==> src/rtl/l1_mem_arbiter_if.sv <==
// Bundle between the L1 cache controllers, the arbiter and main memory.
// slave: arbiter side; master: requester/memory side.
interface l1_mem_arbiter_if #(
  parameter int ADDR_W     = 28,
  parameter int BLOCK_BITS = 128
);
  logic                  iMemRen;
  logic [ADDR_W-1:0]     iBlockAddr;
  logic                  iMemReadReady;
  logic [BLOCK_BITS-1:0] iMemDout;
  logic                  dMemRen;
  logic                  dMemWen;
  logic [ADDR_W-1:0]     dBlockAddr;
  logic [BLOCK_BITS-1:0] dMemDin;
  logic                  dMemReadReady;
  logic                  dMemWriteDone;
  logic [BLOCK_BITS-1:0] dMemDout;
  logic                  memRen;
  logic                  memWen;
  logic [ADDR_W-1:0]     memBlockAddr;
  logic [BLOCK_BITS-1:0] memDin;
  logic                  memReadReady;
  logic                  memWriteDone;
  logic [BLOCK_BITS-1:0] memDout;
  logic [1:0]            grant;

  modport slave (
    input  iMemRen, iBlockAddr,
    input  dMemRen, dMemWen, dBlockAddr, dMemDin,
    input  memReadReady, memWriteDone, memDout,
    output iMemReadReady, iMemDout,
    output dMemReadReady, dMemWriteDone, dMemDout,
    output memRen, memWen, memBlockAddr, memDin,
    output grant
  );

  modport master (
    output iMemRen, iBlockAddr,
    output dMemRen, dMemWen, dBlockAddr, dMemDin,
    output memReadReady, memWriteDone, memDout,
    input  iMemReadReady, iMemDout,
    input  dMemReadReady, dMemWriteDone, dMemDout,
    input  memRen, memWen, memBlockAddr, memDin,
    input  grant
  );
endinterface

==> src/rtl/l1_mem_arbiter.sv <==
// icache/dcache arbiter for the single main-memory block port.
// Define ARB_ROUND_ROBIN_EN for round-robin on conflicts (default: dcache first).
module l1_mem_arbiter (
  input logic        clock,
  input logic        reset,
  l1_mem_arbiter_if.slave bus
);

  typedef enum logic [1:0] {
    IDLE    = 2'd0,
    SERVE_I = 2'd1,
    SERVE_D = 2'd2
  } state_e;

  state_e state_q, state_d;
  logic   dop_wr_q, dop_wr_d;
  logic   d_pend, i_pend, pick_d;

  assign d_pend = bus.dMemRen | bus.dMemWen;
  assign i_pend = bus.iMemRen;

`ifdef ARB_ROUND_ROBIN_EN
  logic last_d_q, last_d_d;
  // On a conflict the side that did not win last time goes first
  assign pick_d = d_pend & (~i_pend | ~last_d_q);
`else
  assign pick_d = d_pend;
`endif

  always_ff @(posedge clock or negedge reset) begin
    if (!reset) begin
      state_q  <= IDLE;
      dop_wr_q <= 1'b0;
`ifdef ARB_ROUND_ROBIN_EN
      last_d_q <= 1'b0;
`endif
    end else begin
      state_q  <= state_d;
      dop_wr_q <= dop_wr_d;
`ifdef ARB_ROUND_ROBIN_EN
      last_d_q <= last_d_d;
`endif
    end
  end

  always_comb begin
    state_d  = state_q;
    dop_wr_d = dop_wr_q;
`ifdef ARB_ROUND_ROBIN_EN
    last_d_d = last_d_q;
`endif
    unique case (state_q)
      IDLE: begin
        if (pick_d) begin
          state_d  = SERVE_D;
          // Read+write together is illegal; the write wins
          dop_wr_d = bus.dMemWen;
`ifdef ARB_ROUND_ROBIN_EN
          last_d_d = 1'b1;
`endif
        end else if (i_pend) begin
          state_d  = SERVE_I;
`ifdef ARB_ROUND_ROBIN_EN
          last_d_d = 1'b0;
`endif
        end
      end
      SERVE_I: begin
        if (bus.memReadReady) state_d = IDLE;
      end
      SERVE_D: begin
        if (dop_wr_q ? bus.memWriteDone
                     : bus.memReadReady)
          state_d = IDLE;
      end
      default: state_d = IDLE;
    endcase
  end

  always_comb begin
    bus.iMemReadReady = 1'b0;
    bus.iMemDout      = '0;
    bus.dMemReadReady = 1'b0;
    bus.dMemWriteDone = 1'b0;
    bus.dMemDout      = '0;
    bus.memRen        = 1'b0;
    bus.memWen        = 1'b0;
    bus.memBlockAddr  = '0;
    bus.memDin        = '0;
    bus.grant         = 2'b00;
    unique case (state_q)
      SERVE_I: begin
        bus.grant         = 2'b01;
        bus.memRen        = 1'b1;
        bus.memBlockAddr  = bus.iBlockAddr;
        bus.iMemReadReady = bus.memReadReady;
        bus.iMemDout      = bus.memDout;
      end
      SERVE_D: begin
        bus.grant        = 2'b10;
        bus.memRen       = ~dop_wr_q;
        bus.memWen       = dop_wr_q;
        bus.memBlockAddr = bus.dBlockAddr;
        bus.memDin       = bus.dMemDin;
        if (dop_wr_q) begin
          bus.dMemWriteDone = bus.memWriteDone;
        end else begin
          bus.dMemReadReady = bus.memReadReady;
          bus.dMemDout      = bus.memDout;
        end
      end
      default: ;
    endcase
  end

endmodule

==> src/flat_wrapper.sv <==
// flat-port wrapper written by rule: the top's interface ports become plain ports
module l1_mem_arbiter_flat 
  (clock, reset, bus_iMemRen, bus_iBlockAddr, bus_dMemRen, bus_dMemWen, bus_dBlockAddr, bus_dMemDin, bus_memReadReady, bus_memWriteDone, bus_memDout, bus_iMemReadReady, bus_iMemDout, bus_dMemReadReady, bus_dMemWriteDone, bus_dMemDout, bus_memRen, bus_memWen, bus_memBlockAddr, bus_memDin, bus_grant);
  l1_mem_arbiter_if #(.ADDR_W(28), .BLOCK_BITS(128)) bus_i ();
  input logic clock;
  input logic reset;
  input wire logic [$bits(bus_i.iMemRen)-1:0] bus_iMemRen;
  input wire logic [$bits(bus_i.iBlockAddr)-1:0] bus_iBlockAddr;
  input wire logic [$bits(bus_i.dMemRen)-1:0] bus_dMemRen;
  input wire logic [$bits(bus_i.dMemWen)-1:0] bus_dMemWen;
  input wire logic [$bits(bus_i.dBlockAddr)-1:0] bus_dBlockAddr;
  input wire logic [$bits(bus_i.dMemDin)-1:0] bus_dMemDin;
  input wire logic [$bits(bus_i.memReadReady)-1:0] bus_memReadReady;
  input wire logic [$bits(bus_i.memWriteDone)-1:0] bus_memWriteDone;
  input wire logic [$bits(bus_i.memDout)-1:0] bus_memDout;
  output wire logic [$bits(bus_i.iMemReadReady)-1:0] bus_iMemReadReady;
  output wire logic [$bits(bus_i.iMemDout)-1:0] bus_iMemDout;
  output wire logic [$bits(bus_i.dMemReadReady)-1:0] bus_dMemReadReady;
  output wire logic [$bits(bus_i.dMemWriteDone)-1:0] bus_dMemWriteDone;
  output wire logic [$bits(bus_i.dMemDout)-1:0] bus_dMemDout;
  output wire logic [$bits(bus_i.memRen)-1:0] bus_memRen;
  output wire logic [$bits(bus_i.memWen)-1:0] bus_memWen;
  output wire logic [$bits(bus_i.memBlockAddr)-1:0] bus_memBlockAddr;
  output wire logic [$bits(bus_i.memDin)-1:0] bus_memDin;
  output wire logic [$bits(bus_i.grant)-1:0] bus_grant;
  assign bus_i.iMemRen = bus_iMemRen;
  assign bus_i.iBlockAddr = bus_iBlockAddr;
  assign bus_i.dMemRen = bus_dMemRen;
  assign bus_i.dMemWen = bus_dMemWen;
  assign bus_i.dBlockAddr = bus_dBlockAddr;
  assign bus_i.dMemDin = bus_dMemDin;
  assign bus_i.memReadReady = bus_memReadReady;
  assign bus_i.memWriteDone = bus_memWriteDone;
  assign bus_i.memDout = bus_memDout;
  assign bus_iMemReadReady = bus_i.iMemReadReady;
  assign bus_iMemDout = bus_i.iMemDout;
  assign bus_dMemReadReady = bus_i.dMemReadReady;
  assign bus_dMemWriteDone = bus_i.dMemWriteDone;
  assign bus_dMemDout = bus_i.dMemDout;
  assign bus_memRen = bus_i.memRen;
  assign bus_memWen = bus_i.memWen;
  assign bus_memBlockAddr = bus_i.memBlockAddr;
  assign bus_memDin = bus_i.memDin;
  assign bus_grant = bus_i.grant;
  l1_mem_arbiter u_core (.clock(clock), .reset(reset), .bus(bus_i));
endmodule
==> config.mk <==
export PLATFORM = sky130hd
export DESIGN_NAME = l1_mem_arbiter_flat
export DESIGN_NICKNAME = d
export VERILOG_FILES = /design/src/rtl/l1_mem_arbiter_if.sv /design/src/rtl/l1_mem_arbiter.sv /design/src/flat_wrapper.sv
export SDC_FILE = /design/constraint.sdc
export NUM_CORES = 1
export LEC_CHECK = 0
export ABC_AREA = 1
export ABC_CLOCK_PERIOD_IN_PS = 2900
export CAP_MARGIN = 5
export CELL_PAD_IN_SITES_DETAIL_PLACEMENT = 1
export CELL_PAD_IN_SITES_GLOBAL_PLACEMENT = 1
export CORE_AREA = 2 2 286 288
export CTS_BUF_LIST = sky130_fd_sc_hd__clkbuf_4 sky130_fd_sc_hd__clkbuf_8 sky130_fd_sc_hd__clkbuf_16
export CTS_CLUSTER_SIZE = 24
export DETAILED_ROUTE_END_ITERATION = 8
export DIE_AREA = 0 0 288 290
export MAX_ROUTING_LAYER = met4
export PLACE_DENSITY = 0.5
export REMOVE_ABC_BUFFERS = 1
export SETUP_SLACK_MARGIN = 0.3
export SLEW_MARGIN = 20
export SYNTH_ARGS = -nofsm -noshare
export SYNTH_HDL_FRONTEND = slang
export SYNTH_SLANG_ARGS = --single-unit
==> constraint.sdc <==
create_clock -name clock -period 2.9 [get_ports clock]
set_input_delay 0.58 -clock clock [delete_from_list [all_inputs] [get_ports clock]]
set_output_delay 0.58 -clock clock [all_outputs]
set_load 0.02 [all_outputs]
==> results.txt, run 1 <==
The flow ran to the end, and the final reports show no timing, DRC or antenna violations. At the worst endpoint, the arrival time is 1.97 ns. Measured along the y axis, the die boundary spans 290 um. The share of post-route cells with drive strength above 1 is 0.126. The post-synthesis xor/xnor area fraction is 0.

The post-synthesis share of cell area spent on and, or, nand and nor gates is 0.445. The depth of the CTS H-tree is 1. The number of sinks handled by clock tree synthesis is 3. The detailed-route wire length is 53700 um.

The number of hold-repair buffers added at the cts stage is 0. The met2 routed wirelength came out at 27100 um. The number of synthesized register bits is 3. The layout overhead on the synthesized area came out at 226%. The worst relative slew slack came out at 0.662. The hold violation count in the final report came out at 0. The die outline width came out at 288 um. The per-cell via count in the routed design came out at 2.95.

The filler cell count in the final layout came out at 9975. Entering global routing, the biggest net connects 81 pins. The capturing element type of the critical path is an output port. The adder-cell area share of the yosys netlist is 0.0159.

The post-synthesis cell type count came out at 14. Counting cells, the worst reg-to-reg path comes to 8. After detailed routing, the number of remaining DRC violations is 0.

The main combinational cell family by area after synthesis is buffers and inverters. Setup repair after global routing could not meet its margin everywhere. The proportion of netlist area held by the largest area contributor is 0.378. Sorting the synthesized cells by how often they occur yields 395 x sky130_fd_sc_hd__inv_1, 325 x sky130_fd_sc_hd__nand2_1, 134 x sky130_fd_sc_hd__nor2_1, 29 x sky130_fd_sc_hd__a21oi_1, 24 x sky130_fd_sc_hd__buf_4. The aggregate global-route resource usage came out at 0.125. In the final design database the tool counted 1996 nets. Yosys attributes the largest share of cell area to sky130_fd_sc_hd__inv_1 38%, sky130_fd_sc_hd__nand2_1 31%, sky130_fd_sc_hd__nor2_1 13%. Before antenna repair, the detailed router went through 4 iterations. For the worst setup path, the data required time is 2.32 ns. For this run, the leading register cell type out of synthesis is sky130_fd_sc_hd__dfrtp_1. The minimum clock period after layout came out at 2.55 ns.

The sum of net half-perimeters after detailed placement is 46700 um. The worst voltage drop across the vdd grid is 0.000299 V. The CTS buffer count came out at 3. The post-route cell area is 12800 sq um.

The overall power of the completed layout is 7.68 mW. The cell area after placement is 12900 sq um. No sink is reached through more buffers than the 2 on the longest clock path. The count of input and output buffers is 737. The count of synthesis-stage warnings from yosys is 0. The detail route stage leaves a number of antenna-violating nets equal to 0. The synthesized-area fraction occupied by ao, oa, aoi and oai cells is 0.0383.

Signal routing reaches up to met4. The clock tree from TritonCTS is done. Power spread over the standard cell area amounts to 601 nW/um^2. The initial detailed-routing violation count came out at 217. The detailed route wirelength on metal3 came out at 4610 um. The clock insertion delay at the later pin of the skew report is 0.22 ns. The global-route wire length before repair came out at 71700 um. The average routed wire per standard cell came out at 19.6 um.

The effective utilization at floorplan came out at 0.0490. At the end of routability-driven placement, the weighted congestion stood at 0.873. Of the synthesized area, sequential elements account for 0.0191. Counting flops with a built-in enable in the synthesized netlist gives 0. The worst setup path is launched from a flip-flop. After clock tree synthesis, the clock-pin slew on the worst setup and hold paths is 0.03 ns. The setup violation total in the final timing report is 0. The sum of overflow across all layers after global routing came out at 0. The synthesized design spends more area on one cell type than any other, namely sky130_fd_sc_hd__inv_1. The critical path class is flip-flop to output port. The largest fanout on the critical path came out at 37. For the final database, setup skew stands at 0.000529 ns. The cell sitting at the root of the clock tree is a sky130_fd_sc_hd__clkbuf_16.

The sum of routed wire segments on met1 came out at 21400 um. The final clock period utilization by the worst path came out at 0.879. The number of ports placed on the die boundary came out at 738. In the synthesized netlist the async set-or-reset flop fraction comes to 1.00.

The transition time at the pin with the least slew margin came out at 0.507 ns. The path class of the tightest hold or removal check is primary input to async pin. The via count of the first global-routing pass is 9071. The number of cell rows is 104. For this design the static power due to leakage is 8.74 nW. Across the run, the number of max-cap violations was 0. The placeable core region came out at 80200 sq um. The number of max-slew violations in the final report is 0.

The post-synthesis average cell area came out at 4.13 sq um. The initial antenna violation count is 19. The highest clock rate came out at 392 MHz. Measured against the total synthesized area, the mux share comes to 0. The total number of vias is 8085. The synthesized instance count is 950. The synthesized netlist occupies a cell area of 3930 sq um.

The die outline area came out at 83500 sq um. The most common cell in the synthesized netlist is sky130_fd_sc_hd__inv_1.
## per-stage QoR
| stage | std cells | setup TNS (ns) | hold WS, ns | worst slack, ns | utilization |
|---|---|---|---|---|---|
| finish | 2740 | 0 | 0.552 | 0.352 | 0.159 |
| global route | 2740 | 0 | 0.562 | 0.274 | 0.159 |
| CTS | 2731 | 0 | 0.554 | 0.123 | 0.162 |
| floorplan | 897 | -485.71 | 0.284 | -1.66 | - |
| global placement | 2713 | 0 | 0.572 | 0.177 | 0.162 |
| detailed placement | 2713 | 0 | 0.603 | 0.160 | 0.162 |
## final cells by class
class / count / area (sq um) / area share
antenna: 9 / 22.5 / 0.00176
clock buffer: 4 / 82.6 / 0.00646
inverter: 396 / 1490 / 0.117
multi-input combinational: 498 / 2000 / 0.156
sequential: 3 / 76.3 / 0.00597
tap: 1060 / 1330 / 0.104
timing repair buffer: 770 / 7790 / 0.609
## worst paths after layout
check / startpoint / endpoint / slack [ns]
min: reset / u_core.state_q[0] / 0.55
max reg2reg: u_core.state_q[0] / u_core.state_q[1] / 1.23
max in group asynchronous: reset / u_core.state_q[1] / 2.18
min reg2reg: u_core.state_q[1] / u_core.state_q[1] / 0.58
max: u_core.state_q[1] / bus_iMemDout[68] / 0.35
min in group clock: u_core.state_q[1] / u_core.state_q[1] / 0.58
## state kept, by name, summed over array words and instances (netlist names)
register         count
u_core.state_q       2
u_core.dop_wr_q      1
## cell families (layout without fill, tap and decap cells)
group | after synthesis | count (layout)
compound gates | 30 | 30
fa+ha+maj | 5 | 5
buf+inv | 449 | 1170
flops | 3 | 3
other cells | 0 | 9
simple gates | 463 | 463
## cells in the final DEF, fill, tap and decap left out, types with 3 or more instances in the layout
cell / count
sky130_fd_sc_hd__a21oi_1: 29
sky130_fd_sc_hd__buf_12: 57
sky130_fd_sc_hd__buf_16: 3
sky130_fd_sc_hd__buf_2: 19
sky130_fd_sc_hd__buf_4: 32
sky130_fd_sc_hd__bufbuf_16: 5
sky130_fd_sc_hd__clkbuf_16: 3
sky130_fd_sc_hd__clkbuf_2: 79
sky130_fd_sc_hd__clkdlybuf4s15_1: 29
sky130_fd_sc_hd__clkdlybuf4s50_1: 341
sky130_fd_sc_hd__diode_2: 9
sky130_fd_sc_hd__dlygate4sd2_1: 159
sky130_fd_sc_hd__dlymetal6s2s_1: 44
sky130_fd_sc_hd__inv_1: 393
sky130_fd_sc_hd__nand2_1: 324
sky130_fd_sc_hd__nor2_1: 132
## critical path, stage by stage (launching register included)
cell                            delay, ns
sky130_fd_sc_hd__dfrtp_2             0.44
sky130_fd_sc_hd__inv_4               0.09
sky130_fd_sc_hd__ha_4                0.21
sky130_fd_sc_hd__buf_12              0.13
sky130_fd_sc_hd__buf_12              0.14
sky130_fd_sc_hd__buf_12              0.20
sky130_fd_sc_hd__nand2_1             0.08
sky130_fd_sc_hd__inv_1               0.05
sky130_fd_sc_hd__dlygate4sd2_1       0.34
## routing by layer
metal  global-route usage  up-vias
li1                     -     3898
met1                0.137     3695
met2                0.228      464
met3               0.0372       28
met4               0.0128        0
met5                    -        -
## timing repair
item | in CTS | in global routing
pin swaps | 1 | 1
setup endpoints to repair | 298 | 188
cloned | 5 | 0
setup buffers | 9 | 0
resized for setup | 333 | 252
endpoints found under the hold margin | 0 | 0
## where the power goes
part | switching, mW | total, mW | internal (mW)
Combinational | 4.44 | 7.37 | 2.93
Clock | 0.0358 | 0.226 | 0.191
Sequential | 0.0226 | 0.0832 | 0.0607
Total | 4.50 | 7.68 | 3.18
Power figures use the tool's default switching activity.
==> inputs of run 2 (changes only) <==
MAX_ROUTING_LAYER = unset   (was met4)
==> run 2 against run 1 <==
Worst hold slack gained 0.0085 ns. Routed wire length is essentially flat. First-iteration DRC count shrank 15%. Non-clock buffer count shrank 5. Largest cell class unchanged. Highest routed layer is now met5.
==> results.txt, run 2 (same netlist as run 1, synthesis figures left out) <==
Top library cells by usage in the layout, fill and taps aside: 393 x sky130_fd_sc_hd__inv_1, 323 x sky130_fd_sc_hd__nand2_1, 321 x sky130_fd_sc_hd__clkdlybuf4s50_1, 225 x sky130_fd_sc_hd__dlygate4sd2_1, 133 x sky130_fd_sc_hd__nor2_1 (was 393 x sky130_fd_sc_hd__inv_1, 341 x sky130_fd_sc_hd__clkdlybuf4s50_1, 324 x sky130_fd_sc_hd__nand2_1, 159 x sky130_fd_sc_hd__dlygate4sd2_1, 132 x sky130_fd_sc_hd__nor2_1). The cell area after placement came out at 13000 sq um (was 12900 sq um). Top Registers: u_core.state_q x2, u_core.dop_wr_q x1 (unchanged). The flip-flop and latch area came to 75.1 sq um (was 76.3 sq um).

The leakage power summed over all cells came out at 8.97 nW (was 8.74 nW). The placeable core region came out at 80200 sq um (unchanged). Unrepaired setup endpoints after global routing: true (unchanged). The residual antenna-violating net count after detailed routing is 0 (unchanged). The filler cell count in the final layout came out at 9996 (was 9975). The die outline area came out at 83500 sq um (unchanged).

The clock-pin slew of the registers on the worst-case setup and hold paths came to 0.03 ns (about the same). The number of buffers on the longest clock path is 2 (unchanged). The count of nets after finishing came out at 1991 (was 1996). The die outline width came out at 288 um (unchanged). The global-route wire length before repair was 72100 um (was 71700 um).

The detailed route wirelength on metal3 is 3880 um (was 4610 um). The number of violations of the max-capacitance limit was 0 (unchanged). The pin count of the biggest net entering global routing is 81 (unchanged).

The highest clock rate is 395 MHz (was 392 MHz). The worst setup skew after layout came to 0.000333 ns (was 0.000529 ns). The clock insertion delay at the later pin of the skew report is 0.23 ns (was 0.22 ns). The sum of overflow across all layers after global routing is 0 (unchanged). The post-route cell area was 12800 sq um (about the same). The aggregate global-route resource usage is 0.121 (was 0.125). The area taken by multi-input logic gates came out at 2000 sq um (unchanged). The initial antenna violation count is 12 (was 19). The most common cell after layout, fill and taps aside is sky130_fd_sc_hd__inv_1 (unchanged).

Result of the run: complete, no violations (unchanged). The sum of routed wire segments on met1 came to 22000 um (was 21400 um). The standard cell with the maximum stage delay on the critical path is sky130_fd_sc_hd__dlygate4sd2_1 (was sky130_fd_sc_hd__dfrtp_2).

The final sum of negative setup slack is 0 ns (unchanged). The CTS buffer count is 3 (unchanged). The hold violation count in the final report came out at 0 (unchanged).

The worst slack after detailed placement is 0.178 ns (was 0.160 ns). Crit-path cells: inv_1 -> ha_2 -> nand2_4 -> buf_12 -> nor2_1 -> dlygate4sd2_1 (was inv_4 -> ha_4 -> buf_12 -> buf_12 -> buf_12 -> nand2_1 -> inv_1 -> dlygate4sd2_1). The power density of the placed cells is 593 nW/um^2 (was 601 nW/um^2). The depth of the CTS H-tree is 1 (unchanged).

The worst relative slew slack is 0.666 (was 0.662). The startpoint class of the critical path is a flip-flop (unchanged). The routability-driven placement congestion ratio came out at 0.873 (about the same).

The number of optimization iterations in the first detailed-route pass came out at 4 (unchanged). The die span in y came out at 290 um (unchanged). The class of the worst hold path is primary input to async pin (unchanged). The average routed wire per standard cell is 19.7 um (was 19.6 um). The layout overhead on the synthesized area came to 227% (was 226%).

The arrival time of data at the critical path endpoint is 1.95 ns (was 1.97 ns). The sum of net half-perimeters after detailed placement came out at 46700 um (about the same). The highest metal layer with signal wires was met5 (was met4). The flip-flop count of the largest register, all copies and words added is 2 (unchanged).

The capturing element type of the critical path is an output port (unchanged). The transition time at the pin with the least slew margin is 0.501 ns (was 0.507 ns). The count of unresolved DRC violations after routing came out at 0 (unchanged). The share of post-route cells with drive strength above 1 is 0.0960 (was 0.126). The clock tree from TritonCTS is done (unchanged). The setup violation total in the final timing report is 0 (unchanged).

The worst setup slack after layout is 0.366 ns (was 0.352 ns). The initial detailed-routing violation count is 185 (was 217). The delay contributed by the slowest stage of the critical path is 0.38 ns (was 0.44 ns). The register with the highest flop count is u_core.state_q (unchanged). The minimum clock period after layout came out at 2.53 ns (was 2.55 ns). The number of ports placed on the die boundary came out at 738 (unchanged). The per-cell via count in the routed design is 3.00 (was 2.95). The library cell used as clock root buffer is sky130_fd_sc_hd__clkbuf_16 (unchanged).

The final clock period utilization by the worst path is 0.874 (was 0.879). The detailed-route wire length is 53700 um (about the same). The count of input and output buffers came out at 737 (unchanged). The number of cell rows is 104 (unchanged). The via count of the first global-routing pass is 9099 (was 9071). The number of max-slew violations in the final report is 0 (unchanged). The met2 routed wirelength came out at 27400 um (was 27100 um). The worst voltage drop across the vdd grid came out at 0.000233 V (was 0.000299 V). The number of sinks handled by clock tree synthesis came to 3 (unchanged). The critical path class was flip-flop to output port (unchanged). The total number of vias is 8180 (was 8085). The largest fanout on the critical path is 80 (was 37). The effective utilization at floorplan is 0.0490 (unchanged).

The data required time at the worst endpoint is 2.32 ns (about the same).
## run 2: cell types whose count changed in the layout (fill, tap and decap cells not counted), moves of 2 or more
cell                              delta
sky130_fd_sc_hd__buf_12              -4
sky130_fd_sc_hd__buf_2              -19
sky130_fd_sc_hd__buf_4               -2
sky130_fd_sc_hd__bufbuf_16           -3
sky130_fd_sc_hd__clkbuf_2           -32
sky130_fd_sc_hd__clkdlybuf4s15_1     -7
sky130_fd_sc_hd__clkdlybuf4s15_2     +6
sky130_fd_sc_hd__clkdlybuf4s50_1    -20
sky130_fd_sc_hd__diode_2             -7
sky130_fd_sc_hd__dlygate4sd2_1      +66
sky130_fd_sc_hd__dlymetal6s2s_1      +6
## run 2: path summary, 6_finish.rpt
check | slack [ns] | endpoint | startpoint | depth (start not counted)
worst max-delay path | 0.37 | bus_dMemDout[90] | u_core.state_q[0] | 6
worst min-delay path | 0.56 | u_core.dop_wr_q | reset | 1
worst max register to register | 1.19 | u_core.state_q[0] | u_core.state_q[1] | 8
worst min register to register | 0.60 | u_core.state_q[1] | u_core.state_q[1] | 2
max in group asynchronous | 2.17 | u_core.state_q[0] | reset | 1
min in group clock | 0.60 | u_core.state_q[1] | u_core.state_q[1] | 2
## run 2: repair_timing
item	in CTS	in global routing
setup endpoints to repair	324	150
setup buffers	1	2
hold buffers	0	0
gates cloned	3	1
pin swaps	1	1
gates resized for setup	335	157
## run 2: area by class of cell
cell class                 count  share of cell area
timing repair buffer         765               0.613
inverter                     396               0.116
clock buffer                   4             0.00643
tap                         1060               0.103
multi-input combinational    498               0.156
sequential                     3             0.00585
antenna                        2            0.000390
## run 2: worst max-delay path, delay by kind of cell (launching register included)
kind                       cells  cell delay, ns
adders and majority gates      1            0.26
and+or+nand+nor                2            0.25
buffers and inverters          3            0.71
DFF                            1            0.36
## run 2: report_power, final
| group | total [mW] | internal [mW] | switching, mW | leakage (nW) |
|---|---|---|---|---|
| Sequential | 0.0796 | 0.0592 | 0.0204 | 0.0377 |
| Clock | 0.234 | 0.191 | 0.0430 | 0.0416 |
| Combinational | 7.30 | 2.87 | 4.44 | 8.89 |
## run 2: metal layers
metal,GRT usage,up-vias
met5,0,-
met3,0.0265,35
met4,0.00809,4
li1,-,3880
met2,0.229,441
met1,0.142,3820
## run 2: metrics by stage
stage               power [mW]  utilization  hold slack [ns]  std cells
floorplan                 3.20            -            0.284        897
global placement          7.96        0.162            0.584       2715
detailed placement        7.94        0.162            0.582       2715
CTS                       7.87        0.160            0.562       2723
global route              8.15        0.160            0.563       2726
finish                    7.62        0.160            0.560       2728
